[src/rtl/mem_fifo_ctrl_pkg.sv]
// rtl/mem_fifo_ctrl_pkg.sv - shared widths and wrap-around pointer increment for the FIFO controller
package mem_fifo_ctrl_pkg;

    localparam int FIFO_ADDR_SIZE = 4;
    localparam int FIFO_COUNT_W   = FIFO_ADDR_SIZE + 1;

    function automatic int count_width(input int addr_size);
        return addr_size + 1;
    endfunction

    // Wraps at depth-1 rather than at the address-space size, so non-power-of-two depths work.
    function automatic logic [31:0] ptr_next(input logic [31:0] ptr, input int depth);
        return (ptr == 32'(depth - 1)) ? 32'd0 : ptr + 32'd1;
    endfunction

endpackage

[src/rtl/mem_fifo_ptr.sv]
// rtl/mem_fifo_ptr.sv - one wrap-around FIFO pointer with enable and synchronous clear
module mem_fifo_ptr
    import mem_fifo_ctrl_pkg::*;
#(
    parameter int ADDR_SIZE = 4,
    parameter int DEPTH     = 4
) (
    input  logic                 clock,
    input  logic                 reset,
    input  logic                 clear,
    input  logic                 en,
    output logic [ADDR_SIZE-1:0] ptr
);

    always_ff @(posedge clock or posedge reset) begin
        if (reset) begin
            ptr <= '0;
        end else if (clear) begin
            ptr <= '0;
        end else if (en) begin
            ptr <= ADDR_SIZE'(ptr_next(32'(ptr), DEPTH));
        end
    end

endmodule

[src/rtl/mem_fifo_ctrl.sv]
// rtl/mem_fifo_ctrl.sv - turns a 2R/1W register file into a DEPTH-entry valid/ready FIFO
module mem_fifo_ctrl
    import mem_fifo_ctrl_pkg::*;
#(
    parameter int ADDR_SIZE = 4,
    parameter int BYTE_SIZE = 8,
    parameter int DEPTH     = 4
) (
    input  logic                 clock,
    input  logic                 reset,
    input  logic                 flush,
    input  logic                 in_valid,
    output logic                 in_ready,
    input  logic [BYTE_SIZE-1:0] in_data,
    output logic                 out_valid,
    input  logic                 out_ready,
    output logic [BYTE_SIZE-1:0] out_data,
    output logic [ADDR_SIZE:0]   level,
    output logic                 mem_wen,
    output logic [ADDR_SIZE-1:0] mem_waddr,
    output logic [BYTE_SIZE-1:0] mem_wdata,
    output logic [ADDR_SIZE-1:0] mem_raddr,
    input  logic [BYTE_SIZE-1:0] mem_rdata
);

    localparam int CW = count_width(ADDR_SIZE);

    logic [ADDR_SIZE-1:0] wptr;
    logic [ADDR_SIZE-1:0] rptr;
    logic [CW-1:0]        count;
    logic                 push;
    logic                 pop;

    // Ready depends only on registered count, so a pop from full frees the slot next cycle.
    assign in_ready  = !flush && (count != CW'(DEPTH));
    assign out_valid = !flush && (count != '0);
    assign push      = in_valid && in_ready;
    assign pop       = out_valid && out_ready;

    assign mem_wen   = push;
    assign mem_waddr = wptr;
    assign mem_wdata = in_data;
    assign mem_raddr = rptr;
    assign out_data  = mem_rdata;
    assign level     = count;

    mem_fifo_ptr #(.ADDR_SIZE(ADDR_SIZE), .DEPTH(DEPTH)) u_wptr (
        .clock (clock),
        .reset (reset),
        .clear (flush),
        .en    (push),
        .ptr   (wptr)
    );

    mem_fifo_ptr #(.ADDR_SIZE(ADDR_SIZE), .DEPTH(DEPTH)) u_rptr (
        .clock (clock),
        .reset (reset),
        .clear (flush),
        .en    (pop),
        .ptr   (rptr)
    );

    always_ff @(posedge clock or posedge reset) begin
        if (reset) begin
            count <= '0;
        end else if (flush) begin
            count <= '0;
        end else if (push && !pop) begin
            count <= count + CW'(1);
        end else if (pop && !push) begin
            count <= count - CW'(1);
        end
    end

endmodule

[config.mk]
export PLATFORM = sky130hd
export DESIGN_NAME = mem_fifo_ctrl
export DESIGN_NICKNAME = d
export VERILOG_FILES = /design/src/rtl/mem_fifo_ctrl_pkg.sv /design/src/rtl/mem_fifo_ptr.sv /design/src/rtl/mem_fifo_ctrl.sv
export SDC_FILE = /design/constraint.sdc
export NUM_CORES = 1
export LEC_CHECK = 0
export ABC_AREA = 1
export CORE_MARGIN = 8
export CORE_UTILIZATION = 40
export CTS_CLUSTER_SIZE = 40
export DETAILED_ROUTE_END_ITERATION = 16
export PLACE_DENSITY = 0.8
export SLEW_MARGIN = 20
export SYNTH_ARGS = -nofsm -noshare
export SYNTH_HDL_FRONTEND = slang
export SYNTH_SLANG_ARGS = --single-unit
[constraint.sdc]
create_clock -name clock -period 2.3 [get_ports clock]
set_input_delay 0.46 -clock clock [delete_from_list [all_inputs] [get_ports clock]]
set_output_delay 0.46 -clock clock [all_outputs]
set_load 0.005 [all_outputs]
==> impl_metrics.py, run 1 <==
metrics = {
    "clocking": {
        "postCtsSetupRepairBufs": 0,
        "cts_buffer_depth": 2,
        "cts.sinks": 13,
        "clock_latency_ps": 280,
        "clkSlewWorstSetupHoldPaths_ps": 80,
        "cts_tree": "yes",
        "htree_levels": 1,
        "root_buffer": "clkbuf_4",
        "cts_made_buffers": 3,
    },
    "power": {
        "power_density_nw_per_um2": 919,
        "totalPowerFinal_mw": 1.16,
        "peakVddDrop_mv": 0.390,
        "total_leakage_power_nw": 0.586,
    },
    "die": {
        "core_um2": 2480,
        "die_w_um": 67.2,
        "die_y_um": 67.2,
        "start_util_pct": 42.3,
        "die-area_um2": 4510,
        "ios": 53,
        "num_rows": 18,
    },
    "drt": {
        "drtPass1Iterations": 4,
        "routed_via_density": 5.10,
        "wl_per_cell_um": 14.0,
        "vias": 842,
        "routed_wl_um": 2310,
        "drt_iter0_markers": 32,
        "drc": 0,
        "antenna_left": 0,
    },
    "critical_path": {
        "crit_path_end_kind": "output port",
        "worstRegToRegCells": 14,
        "cp-startpoint": "in_valid",
        "crit_path_end": "mem_wen",
        "worstPathRequired_ps": 1840,
        "cp_num_buf_inv": 3,
        "crit_chain": "clkdlybuf4s50_1 > inv_1 > nor2_4 > clkdlybuf4s50_1",
        "reg2reg_to": "level[4]",
        "cp_top_family": "buffers and inverters",
        "rr_startpoint": "level[0]",
        "cp-start-kind": "input pin",
        "crit_path_frequent_cell": "clkdlybuf4s50_1",
        "cpPeakStageDelay_ps": 540,
        "crit_arrival_ps": 1720,
        "crit_fanout": 4,
        "cp_slowest_cell": "clkdlybuf4s50_1",
        "path_class": "in -> out",
        "ff2ff_setup_slack_ps": 270,
        "cp.depth": 4,
    },
    "finish": {
        "multiInputGateArea_um2": 538,
        "seqCellArea_um2": 325,
        "areaGrowthSynthToFinish_pct": 20.2,
        "nNetsFinal": 164,
        "final_area_um2": 1260,
        "diodes": 0,
        "drive_gt1_share_pct": 25.2,
        "final_util_pct": 50.8,
        "n_fill_cell": 241,
        "fin_cells": 165,
    },
    "sta": {
        "max_freq_mhz": 460,
        "max_slew.worst_pin.slew_ps": 531,
        "setup_ws_ps": 124,
        "drv_slew": 0,
        "fin_skew_ps": 0.938,
        "relSlewSlack_pct": 64.6,
        "grt_setup_unrepaired": "false",
        "tns_ps": 0,
        "period_needed_ps": 2180,
        "finalSetupViolCount": 0,
        "finalHoldViolations": 0,
        "holdWs_ps": 512,
        "period_share_pct": 94.6,
    },
    "placed_design": {
        "io_buffers": 20,
        "dp.cells": 161,
        "gp_congestion": 0.750,
        "place_area_um2": 1230,
        "dpl_worst_slack_ps": -122,
        "dp.final_hpwl_um": 1830,
    },
    "yosys": {
        "synth.distinct_cells": 26,
        "syn_inst": 117,
        "ys.flop_type": "dfrtp_1",
        "synthMuxAreaShare_pct": 0,
        "synth_fa_ha_area_share_pct": 9.08,
        "synthArstFlopShare_pct": 100,
        "yosysSeqAreaShare_pct": 31.1,
        "syn-mean-instance-area_um2": 8.95,
        "synthesis.area_um2": 1050,
        "synth_top_family_by_area": "simple AND/OR/NAND/NOR gates",
        "synth_nets": 145,
        "ys_warn_count": 0,
        "ys_ff_latch": 13,
        "synth_top_area_share_pct": 31.1,
        "synth-compound-area-share_pct": 7.53,
        "synth_edf_count": 0,
        "yosys-top-cells-area": "dfrtp_1, buf_4, nand3_1",
        "synth_xor_area_share_pct": 2.51,
        "synthSimpleGateAreaFrac_pct": 32.3,
        "synth_top_area_cell": "dfrtp_1",
    },
    "global_route": {
        "antenna_found_initial": 0,
        "grt_usage_pct": 10.4,
        "overflow": 0,
        "grt_pass1_wl_um": 3710,
        "grt_pass1_vias": 787,
        "grt_max_degree": 14,
    },
    "job": {
        "drv_cap": 0,
    },
    "outcome": {
        "status": "finished clean",
    },
    "min_path": {
        "hp-class": "in -> async",
    },
}
## registers in the layout, summed over array words and instances, names as in the netlist
register	flops
level	5
u_rptr.ptr	4
u_wptr.ptr	4
## synthesized netlist by cell type (2+ instances only)
master   count
nor2_2       2
buf_4       16
ha_1         6
nand2_1     15
o21ai_0      5
a21oi_1      3
dfrtp_1     13
inv_1       11
nor3_1       2
xor2_1       3
nand3_2      8
nand3_1     16
nand2_4      3
o21ai_2      2
## per-layer routing
layer	GRT usage, %	vias to the layer above	routed length [um]
met3	3.81	4	250
met5	0	-	0
met2	17.2	32	1100
met4	4.96	0	20
met1	11.7	396	935
li1	-	410	-
## cells in the final DEF, fill, tap and decap left out
cell type        count
nand3_2              8
a21oi_1              3
inv_6                1
ha_1                 6
dlygate4sd2_1        1
nand3_4              1
nor3_1               2
o21ai_0              5
o31ai_1              1
fa_1                 1
nand4_1              1
xor2_1               3
nor2_2               2
nand2_1             15
clkdlybuf4s50_1     19
dfrtp_1             13
clkbuf_1             1
buf_4               11
nand2_8              1
clkbuf_4             3
o21ai_2              2
o211ai_1             1
nand3_1             16
nand2_2              1
nor2_1               1
nor2_4               1
nand2_4              3
a31oi_1              1
inv_1               11
## layout make-up
cell class	count	share of cell area (%)
tap	30	2.98
inverter	12	3.98
clock buffer	4	2.09
timing repair buffer	31	22.4
sequential	13	25.8
multi-input combinational	75	42.7
## worst register-to-register path, cell delays in order, from the launching register on
cell and delay [ps]:
dfrtp_1 470, nor2_2 90, nand3_2 100, nand2_2 80, nor2_4 150, nand2_4 90, fa_1 390, nand3_1 110
nand4_1 80, nand2_1 100, inv_1 50, nand2_1 60, nand2_1 50, nand3_2 50, nand2_1 40
## report_power, final
group	total, mW	internal [mW]	switching [mW]	leakage (nW)
clock	0.145	0.0672	0.0782	0.0150
combinational	0.644	0.324	0.320	0.398
sequential	0.367	0.282	0.0849	0.173
total	1.16	0.673	0.483	0.586
## what timing repair did
item / CTS / global route
hold buffers: 0 / 0
hold endpoints to repair: 0 / 0
resized for setup: 1 / 0
setup endpoints to repair: 1 / 0
## worst min path at each step
| stage | endpoint | slack [ps] | cells past startpoint |
|---|---|---|---|
| floorplan | level[0] | 340 | 1 |
| global placement | u_rptr.ptr[0] | 530 | 1 |
| detailed placement | u_wptr.ptr[0] | 550 | 1 |
| CTS | level[2] | 520 | 2 |
| global route | level[0] | 550 | 2 |
| finish | level[1] | 510 | 2 |
## kinds of logic (layout without fill, tap and decap cells)
logic type / Yosys count / after routing
buffers and inverters: 29 / 47
DFF: 13 / 13
AOI/OAI and AO/OA: 13 / 13
and+or+nand+nor: 52 / 52
adders and majority gates: 7 / 7
xor gates and xnor gates: 3 / 3
(Power assumes the default switching activity.)
==> run 2: changes to the inputs <==
--- a/config.mk
+++ b/config.mk
@@ -6,12 +6,11 @@
 export NUM_CORES = 1
 export LEC_CHECK = 0
 export ABC_AREA = 1
-export CORE_MARGIN = 8
+export CORE_MARGIN = 2
 export CORE_UTILIZATION = 40
 export CTS_CLUSTER_SIZE = 40
 export DETAILED_ROUTE_END_ITERATION = 16
 export PLACE_DENSITY = 0.8
-export SLEW_MARGIN = 20
 export SYNTH_ARGS = -nofsm -noshare
 export SYNTH_HDL_FRONTEND = slang
 export SYNTH_SLANG_ARGS = --single-unit
==> run 2 against run 1 <==
Effect of this change: sequential share of layout area is 0.058 points lower; combinational power is 2% lower; total power is 0.72% lower; non-clock buffer count is 1 higher; maximum frequency is 0.47% lower; die area is 33% lower; global-route usage is 5.1 points higher; register-to-register slack better by 70 ps; routed wire length is 9.8% lower; cell count is 0.61% higher; setup slack worse by 10 ps.
==> impl_metrics.py, run 2 (same netlist as run 1, synthesis figures left out) <==
metrics = {
    "finish": {
        "largest_reg_flops": 5,
        "final_area_um2": 1270,
        "layout_common_cells": "clkdlybuf4s50_1, nand3_1, nand2_1",
        "final_util_pct": 51.3,
        "areaGrowthSynthToFinish_pct": 21.4,
        "diodes": 0,
        "layout_commonest_cell": "clkdlybuf4s50_1",
        "drive_gt1_share_pct": 27.2,
        "nNetsFinal": 165,
        "n_fill_cell": 225,
    },
    "critical_path": {
        "worstPathRequired_ps": 1840,
        "crit_fanout": 5,
        "path_class": "reg -> out",
        "crit_path_end_kind": "output port",
        "cp-start-kind": "flip-flop",
        "crit_arrival_ps": 1730,
        "worstRegToRegCells": 14,
        "ff2ff_setup_slack_ps": 340,
        "rr_startpoint": "level[4]",
        "reg2reg_to": "level[4]",
    },
    "die": {
        "core_um2": 2480,
        "ios": 53,
        "die_w_um": 55.2,
        "die_y_um": 55.2,
        "die-area_um2": 3040,
        "num_rows": 18,
        "start_util_pct": 42.3,
    },
    "drt": {
        "drc": 0,
        "drtPass1Iterations": 4,
        "routed_wl_um": 2080,
        "drt_iter0_markers": 3,
        "vias": 847,
        "antenna_left": 0,
        "routed_via_density": 5.10,
        "wl_per_cell_um": 12.5,
    },
    "power": {
        "total_leakage_power_nw": 0.598,
        "power_density_nw_per_um2": 903,
        "peakVddDrop_mv": 0.341,
        "totalPowerFinal_mw": 1.15,
    },
    "global_route": {
        "overflow": 0,
        "grt_pass1_vias": 782,
        "grt_pass1_wl_um": 3380,
        "antenna_found_initial": 0,
        "grt_max_degree": 14,
        "grt_usage_pct": 15.5,
    },
    "clocking": {
        "clock_latency_ps": 280,
        "cts_tree": "yes",
        "clkSlewWorstSetupHoldPaths_ps": 80,
        "cts_buffer_depth": 2,
        "htree_levels": 1,
        "cts_made_buffers": 3,
        "cts.sinks": 13,
        "hold_buffers": 0,
        "root_buffer": "clkbuf_4",
    },
    "placed_design": {
        "dp.final_hpwl_um": 1700,
        "gp_congestion": 0.729,
        "place_area_um2": 1230,
        "io_buffers": 20,
    },
    "min_path": {
        "hp-class": "in -> async",
    },
    "sta": {
        "finalSetupViolCount": 0,
        "relSlewSlack_pct": 65.6,
        "period_share_pct": 95.1,
        "finalHoldViolations": 0,
        "period_needed_ps": 2190,
        "grt_setup_unrepaired": "false",
        "max_slew.worst_pin.slew_ps": 516,
        "drv_slew": 0,
        "holdWs_ps": 516,
        "fin_skew_ps": 6.03,
        "max_freq_mhz": 457,
    },
    "job": {
        "drv_cap": 0,
    },
    "outcome": {
        "status": "finished clean",
    },
}
==> run 2: cell count changes in the layout (fill, tap and decap cells not counted) <==
cell	before	now
dfrtp_2	0	2
dfrtp_1	13	11
dlymetal6s2s_1	0	1
clkdlybuf4s50_1	19	18
buf_4	11	12
==> run 2: area by class of cell <==
type / count / area, um^2 / area share (%)
timing repair buffer: 32 / 292 / 22.9
multi-input combinational: 75 / 538 / 42.3
clock buffer: 4 / 26.3 / 2.07
inverter: 12 / 50.0 / 3.94
sequential: 13 / 328 / 25.8
tap: 30 / 37.5 / 2.95
==> run 2: through the flow <==
| step | std cells | setup slack [ps] | setup TNS, ps |
|---|---|---|---|
| 2_1_floorplan | 117 | 351 | 0 |
| 5_1_grt | 166 | 30.7 | 0 |
| 4_1_cts | 165 | 16.5 | 0 |
| 3_3_place_gp | 161 | -38.7 | -116 |
| 3_5_place_dp | 161 | -120 | -350 |
| 6_report | 166 | 114 | 0 |
==> run 2: worst max-delay path, cell delays in order (launching register included) <==
cell             delay [ps]
dfrtp_1                 460
nor2_2                   80
nand3_2                  90
nand2_2                  70
nor2_4                  140
buf_4                   130
clkdlybuf4s50_1         480
==> run 2: metal layers <==
metal  vias to the layer above  global-route usage, %  wire [um]
li1                        418                      -          -
met1                       401                   17.4        867
met2                        26                   28.2       1060
met3                         2                   2.69        141
met4                         0                   7.32         10
met5                         -                      0          0
==> run 2: worst max-delay path by stage <==
stage,start,to,slack [ps],depth (start not counted)
floorplan,level[0],level[4],350,13
finish,level[4],mem_wen,110,6
global route,level[4],mem_wen,30,6
CTS,in_valid,mem_wen,20,5
detailed placement,flush,level[4],-120,14
global placement,flush,level[4],-40,14
==> run 2: timing repair <==
item	in CTS	in global routing
buffers inserted	0	1
setup endpoints to repair	2	1
pin swaps	1	1
resized for setup	1	3
==> run 2: power by group <==
| group | switching, mW | internal [mW] |
|---|---|---|
| Clock | 0.0761 | 0.0672 |
| Sequential | 0.0872 | 0.285 |
| Combinational | 0.306 | 0.326 |
==> run 3: changes to the inputs <==
--- a/config.mk
+++ b/config.mk
@@ -6,11 +6,13 @@
 export NUM_CORES = 1
 export LEC_CHECK = 0
 export ABC_AREA = 1
+export CAP_MARGIN = 15
 export CORE_MARGIN = 2
 export CORE_UTILIZATION = 40
 export CTS_CLUSTER_SIZE = 40
 export DETAILED_ROUTE_END_ITERATION = 16
 export PLACE_DENSITY = 0.8
+export SKIP_CTS_REPAIR_TIMING = 1
 export SYNTH_ARGS = -nofsm -noshare
 export SYNTH_HDL_FRONTEND = slang
 export SYNTH_SLANG_ARGS = --single-unit
==> run 3 against run 2 <==
Effect of this change: cell count is the same; first-iteration DRC count is the same; critical path depth down 1; cell area barely moved.
==> impl_metrics.py, run 3 (same netlist as run 1, synthesis figures left out) <==
metrics = {
    "critical_path": {
        "crit_path_frequent_cell": "clkdlybuf4s50_1",
        "worstRegToRegCells": 14,
        "rr_startpoint": "level[4]",
        "cp_top_family": "buffers and inverters",
        "ff2ff_setup_slack_ps": 320,
        "reg2reg_to": "level[4]",
        "path_class": "in -> out",
        "cpPeakStageDelay_ps": 510,
        "cp-startpoint": "in_valid",
        "crit_fanout": 4,
        "crit_chain": "clkdlybuf4s50_1 > inv_1 > nor2_4 > buf_4 > clkdlybuf4s50_1",
        "cp_slowest_cell": "clkdlybuf4s50_1",
        "crit_arrival_ps": 1810,
        "cp_num_buf_inv": 4,
        "cp-start-kind": "input pin",
        "worstPathRequired_ps": 1840,
        "crit_path_end_kind": "output port",
    },
    "clocking": {
        "htree_levels": 1,
        "cts_tree": "yes",
        "cts_made_buffers": 3,
        "clock_latency_ps": 280,
        "clkSlewWorstSetupHoldPaths_ps": 80,
        "cts_buffer_depth": 2,
        "cts.sinks": 13,
        "root_buffer": "clkbuf_4",
    },
    "global_route": {
        "overflow": 0,
        "grt_max_degree": 14,
        "grt_pass1_vias": 782,
        "grt_pass1_wl_um": 3380,
        "antenna_found_initial": 0,
        "grt_usage_pct": 15.5,
    },
    "drt": {
        "routed_via_density": 5.11,
        "wl_per_cell_um": 12.6,
        "antenna_left": 0,
        "vias": 848,
        "drc": 0,
        "drt_iter0_markers": 3,
        "routed_wl_um": 2090,
        "drtPass1Iterations": 4,
    },
    "placed_design": {
        "place_area_um2": 1230,
        "io_buffers": 20,
        "gp_congestion": 0.729,
        "dp.final_hpwl_um": 1700,
        "dpl_worst_slack_ps": -120,
        "dp.cells": 161,
    },
    "finish": {
        "areaGrowthSynthToFinish_pct": 21.5,
        "largest_reg_flops": 5,
        "nNetsFinal": 165,
        "layout_common_cells": "clkdlybuf4s50_1, nand3_1, nand2_1",
        "layout_commonest_cell": "clkdlybuf4s50_1",
        "drive_gt1_share_pct": 27.2,
        "fin_cells": 166,
        "diodes": 0,
        "final_area_um2": 1270,
    },
    "die": {
        "ios": 53,
        "die_w_um": 55.2,
        "start_util_pct": 42.3,
        "die-area_um2": 3040,
        "die_y_um": 55.2,
        "core_um2": 2480,
        "num_rows": 18,
    },
    "sta": {
        "holdWs_ps": 516,
        "finalHoldViolations": 0,
        "max_freq_mhz": 441,
        "fin_skew_ps": 5.96,
        "period_needed_ps": 2270,
        "period_share_pct": 98.6,
        "drv_slew": 0,
        "setup_ws_ps": 32.6,
        "relSlewSlack_pct": 65.6,
        "max_slew.worst_pin.slew_ps": 516,
        "tns_ps": 0,
        "finalSetupViolCount": 0,
    },
    "power": {
        "power_density_nw_per_um2": 904,
        "peakVddDrop_mv": 0.342,
        "total_leakage_power_nw": 0.597,
    },
    "outcome": {
        "status": "finished clean",
    },
    "job": {
        "drv_cap": 0,
    },
    "min_path": {
        "hp-class": "in -> async",
    },
}
==> run 3: worst max path at each step <==
stage	cells past startpoint	end	slack, ps
finish	5	mem_wen	30
global route	5	mem_wen	-10
CTS	6	mem_wen	-60
detailed placement	14	level[4]	-120
global placement	14	level[4]	-40
floorplan	13	level[4]	350
==> run 3: metrics by stage <==
step / total power, mW / util [%]
after detailed placement: 1.01 / 49.8
after global placement: 0.990 / 49.8
after floorplan: 0.765 / -
after global routing: 1.25 / 51.4
after CTS: 1.16 / 50.9
final: 1.15 / 51.4
==> run 3: power by group <==
part / switching, mW / internal [mW] / leakage (nW)
Sequential: 0.0872 / 0.285 / 0.171
Combinational: 0.306 / 0.328 / 0.411
Clock: 0.0761 / 0.0672 / 0.0150
==> run 3: cell type report <==
| class | count | area (um^2) |
|---|---|---|
| Fill cell | 225 | 1200 |
| Sequential cell | 13 | 328 |
| Clock buffer | 4 | 26.3 |
| Timing Repair Buffer | 32 | 293 |
| Multi-Input combinational cell | 75 | 538 |
| Tap cell | 30 | 37.5 |
| Inverter | 12 | 50.0 |
==> run 3: per-layer routing <==
metal / vias to the layer above / track usage, % / share of wire [%]
met5: - / 0 / 0
met4: 0 / 7.32 / 0.48
met3: 2 / 2.69 / 6.8
met2: 26 / 28.2 / 51
met1: 403 / 17.4 / 41
li1: 417 / - / -
==> RTL edit (flow settings as in run 3) <==
The parameter `BYTE_SIZE` goes from 8 to 4.
--- a/src/rtl/mem_fifo_ctrl.sv
+++ b/src/rtl/mem_fifo_ctrl.sv
@@ -4,5 +4,5 @@
 #(
     parameter int ADDR_SIZE = 4,
-    parameter int BYTE_SIZE = 8,
+    parameter int BYTE_SIZE = 4,
     parameter int DEPTH     = 4
 ) (
Ports: changed (resized in_data, mem_rdata, mem_wdata and out_data); port bits go from 53 to 37. The function was not compared with the original's and may differ.
==> RTL edit against run 3 <==
Die area fell by 5.3%. Global-route usage rose by 2.3 points. Final area fell by 0.88%. Clock skew fell by 3.6 ps. Combinational power fell by 1%. Power fell by 0.44%. Sequential cell count did not move. Wire length rose by 5.5%. Setup slack improved by 28 ps. Synthesized area fell by 5.7%. Hold slack got worse by 6.4 ps. Sequential share of layout area rose by 0.13 points. Highest routed layer unchanged.
==> RTL edit: results (changes against run 3) <==
status: "finished, final reports clean"  # unchanged
whs_ps: 510  # was 516 ps
power.total_w: 0.00114  # was 0.00115 W
grt_usage_pct: 17.8  # was 15.5%
wl_met2_mm: 1.15  # was 1.07 mm
place_inst: 159  # was 161
pwr-share-clk_pct: 12.9  # was 12.5%
drive_gt1_share_pct: 24.8  # was 27.2%
yosysSeqAreaShare_pct: 33.0  # was 31.1%
clk_latency_ps: 280  # about the same
ys_top_cells_by_area: "dfrtp_1 33%, nand3_1 8.1%, nand3_2 8.1%"  # was dfrtp_1 31%, buf_4 11%, nand3_1 7.6%
grt_use_met1_pct: 20.8  # was 17.4%
slowest_delay_ps: 490  # was 510 ps
p_seq_share_pct: 32.3  # was 32.4%
dpl_cell_area_sq_um: 1230  # about the same
finClkSkew_ps: 2.31  # was 5.96 ps
vdd_drop_max_mv: 0.577  # was 0.342 mV
grt_pass1_wl_mm: 3.69  # was 3.38 mm
synth_nets: 129  # was 145
routed_wl_mm: 2.20  # was 2.09 mm
synth_top_cells_by_count: "16 x nand3_1, 15 x nand2_1, 13 x dfrtp_1"  # was 16 x buf_4, 16 x nand3_1, 15 x nand2_1
switching_power_w: 0.000481  # was 0.000470 W
dr_wl_met3_um: 117  # was 141 um
place_ws_ps: -188  # was -120 ps
grt_pass1_vias: 840  # was 782
grtUsageMet3_pct: 3.06  # was 2.69%
nNetsFinal: 154  # was 165
slew_headroom_pct: 66.0  # was 65.6%
yosysUniqueCellTypes: 26  # unchanged
crit_arrival_ps: 1780  # was 1810 ps
wl_met1_um: 907  # was 866 um
drt_iter0_drc: 8  # was 3
synthCells: 109  # was 117
hpwl_mm: 1.72  # was 1.70 mm
globalplace.congestion: 0.798  # was 0.729
portBuffers: 20  # unchanged
routed-via-count: 820  # was 848
RTL edit: cells by family after synthesis:
logic type                 after synthesis  share of synthesized area, %
AOI/OAI and AO/OA                       13                          7.99
DFF                                     13                          33.0
buffers and inverters                   21                          12.5
adders and majority gates                7                          9.63
xor gates and xnor gates                 3                          2.66
and+or+nand+nor                         52                          34.2
RTL edit: how the worst max path moves through the flow:
stage | slack, ps | depth (start not counted) | from | end
2_1_floorplan | 350 | 13 | level[0]$_DFFE_PP0P_ | level[4]$_DFFE_PP0P_
3_3_place_gp | -140 | 14 | flush | level[4]$_DFFE_PP0P_
3_5_place_dp | -190 | 14 | flush | level[4]$_DFFE_PP0P_
4_1_cts | -40 | 6 | flush | mem_wen
5_1_grt | 8 | 5 | in_valid | mem_wen
6_report | 60 | 5 | in_valid | mem_wen
RTL edit: area by class of cell:
type	instances	area, sq um
timing repair buffer	29	283
sequential	13	327
multi-input combinational	75	538
fill	230	1150
inverter	12	50.0
clock buffer	4	26.3
tap	30	37.5
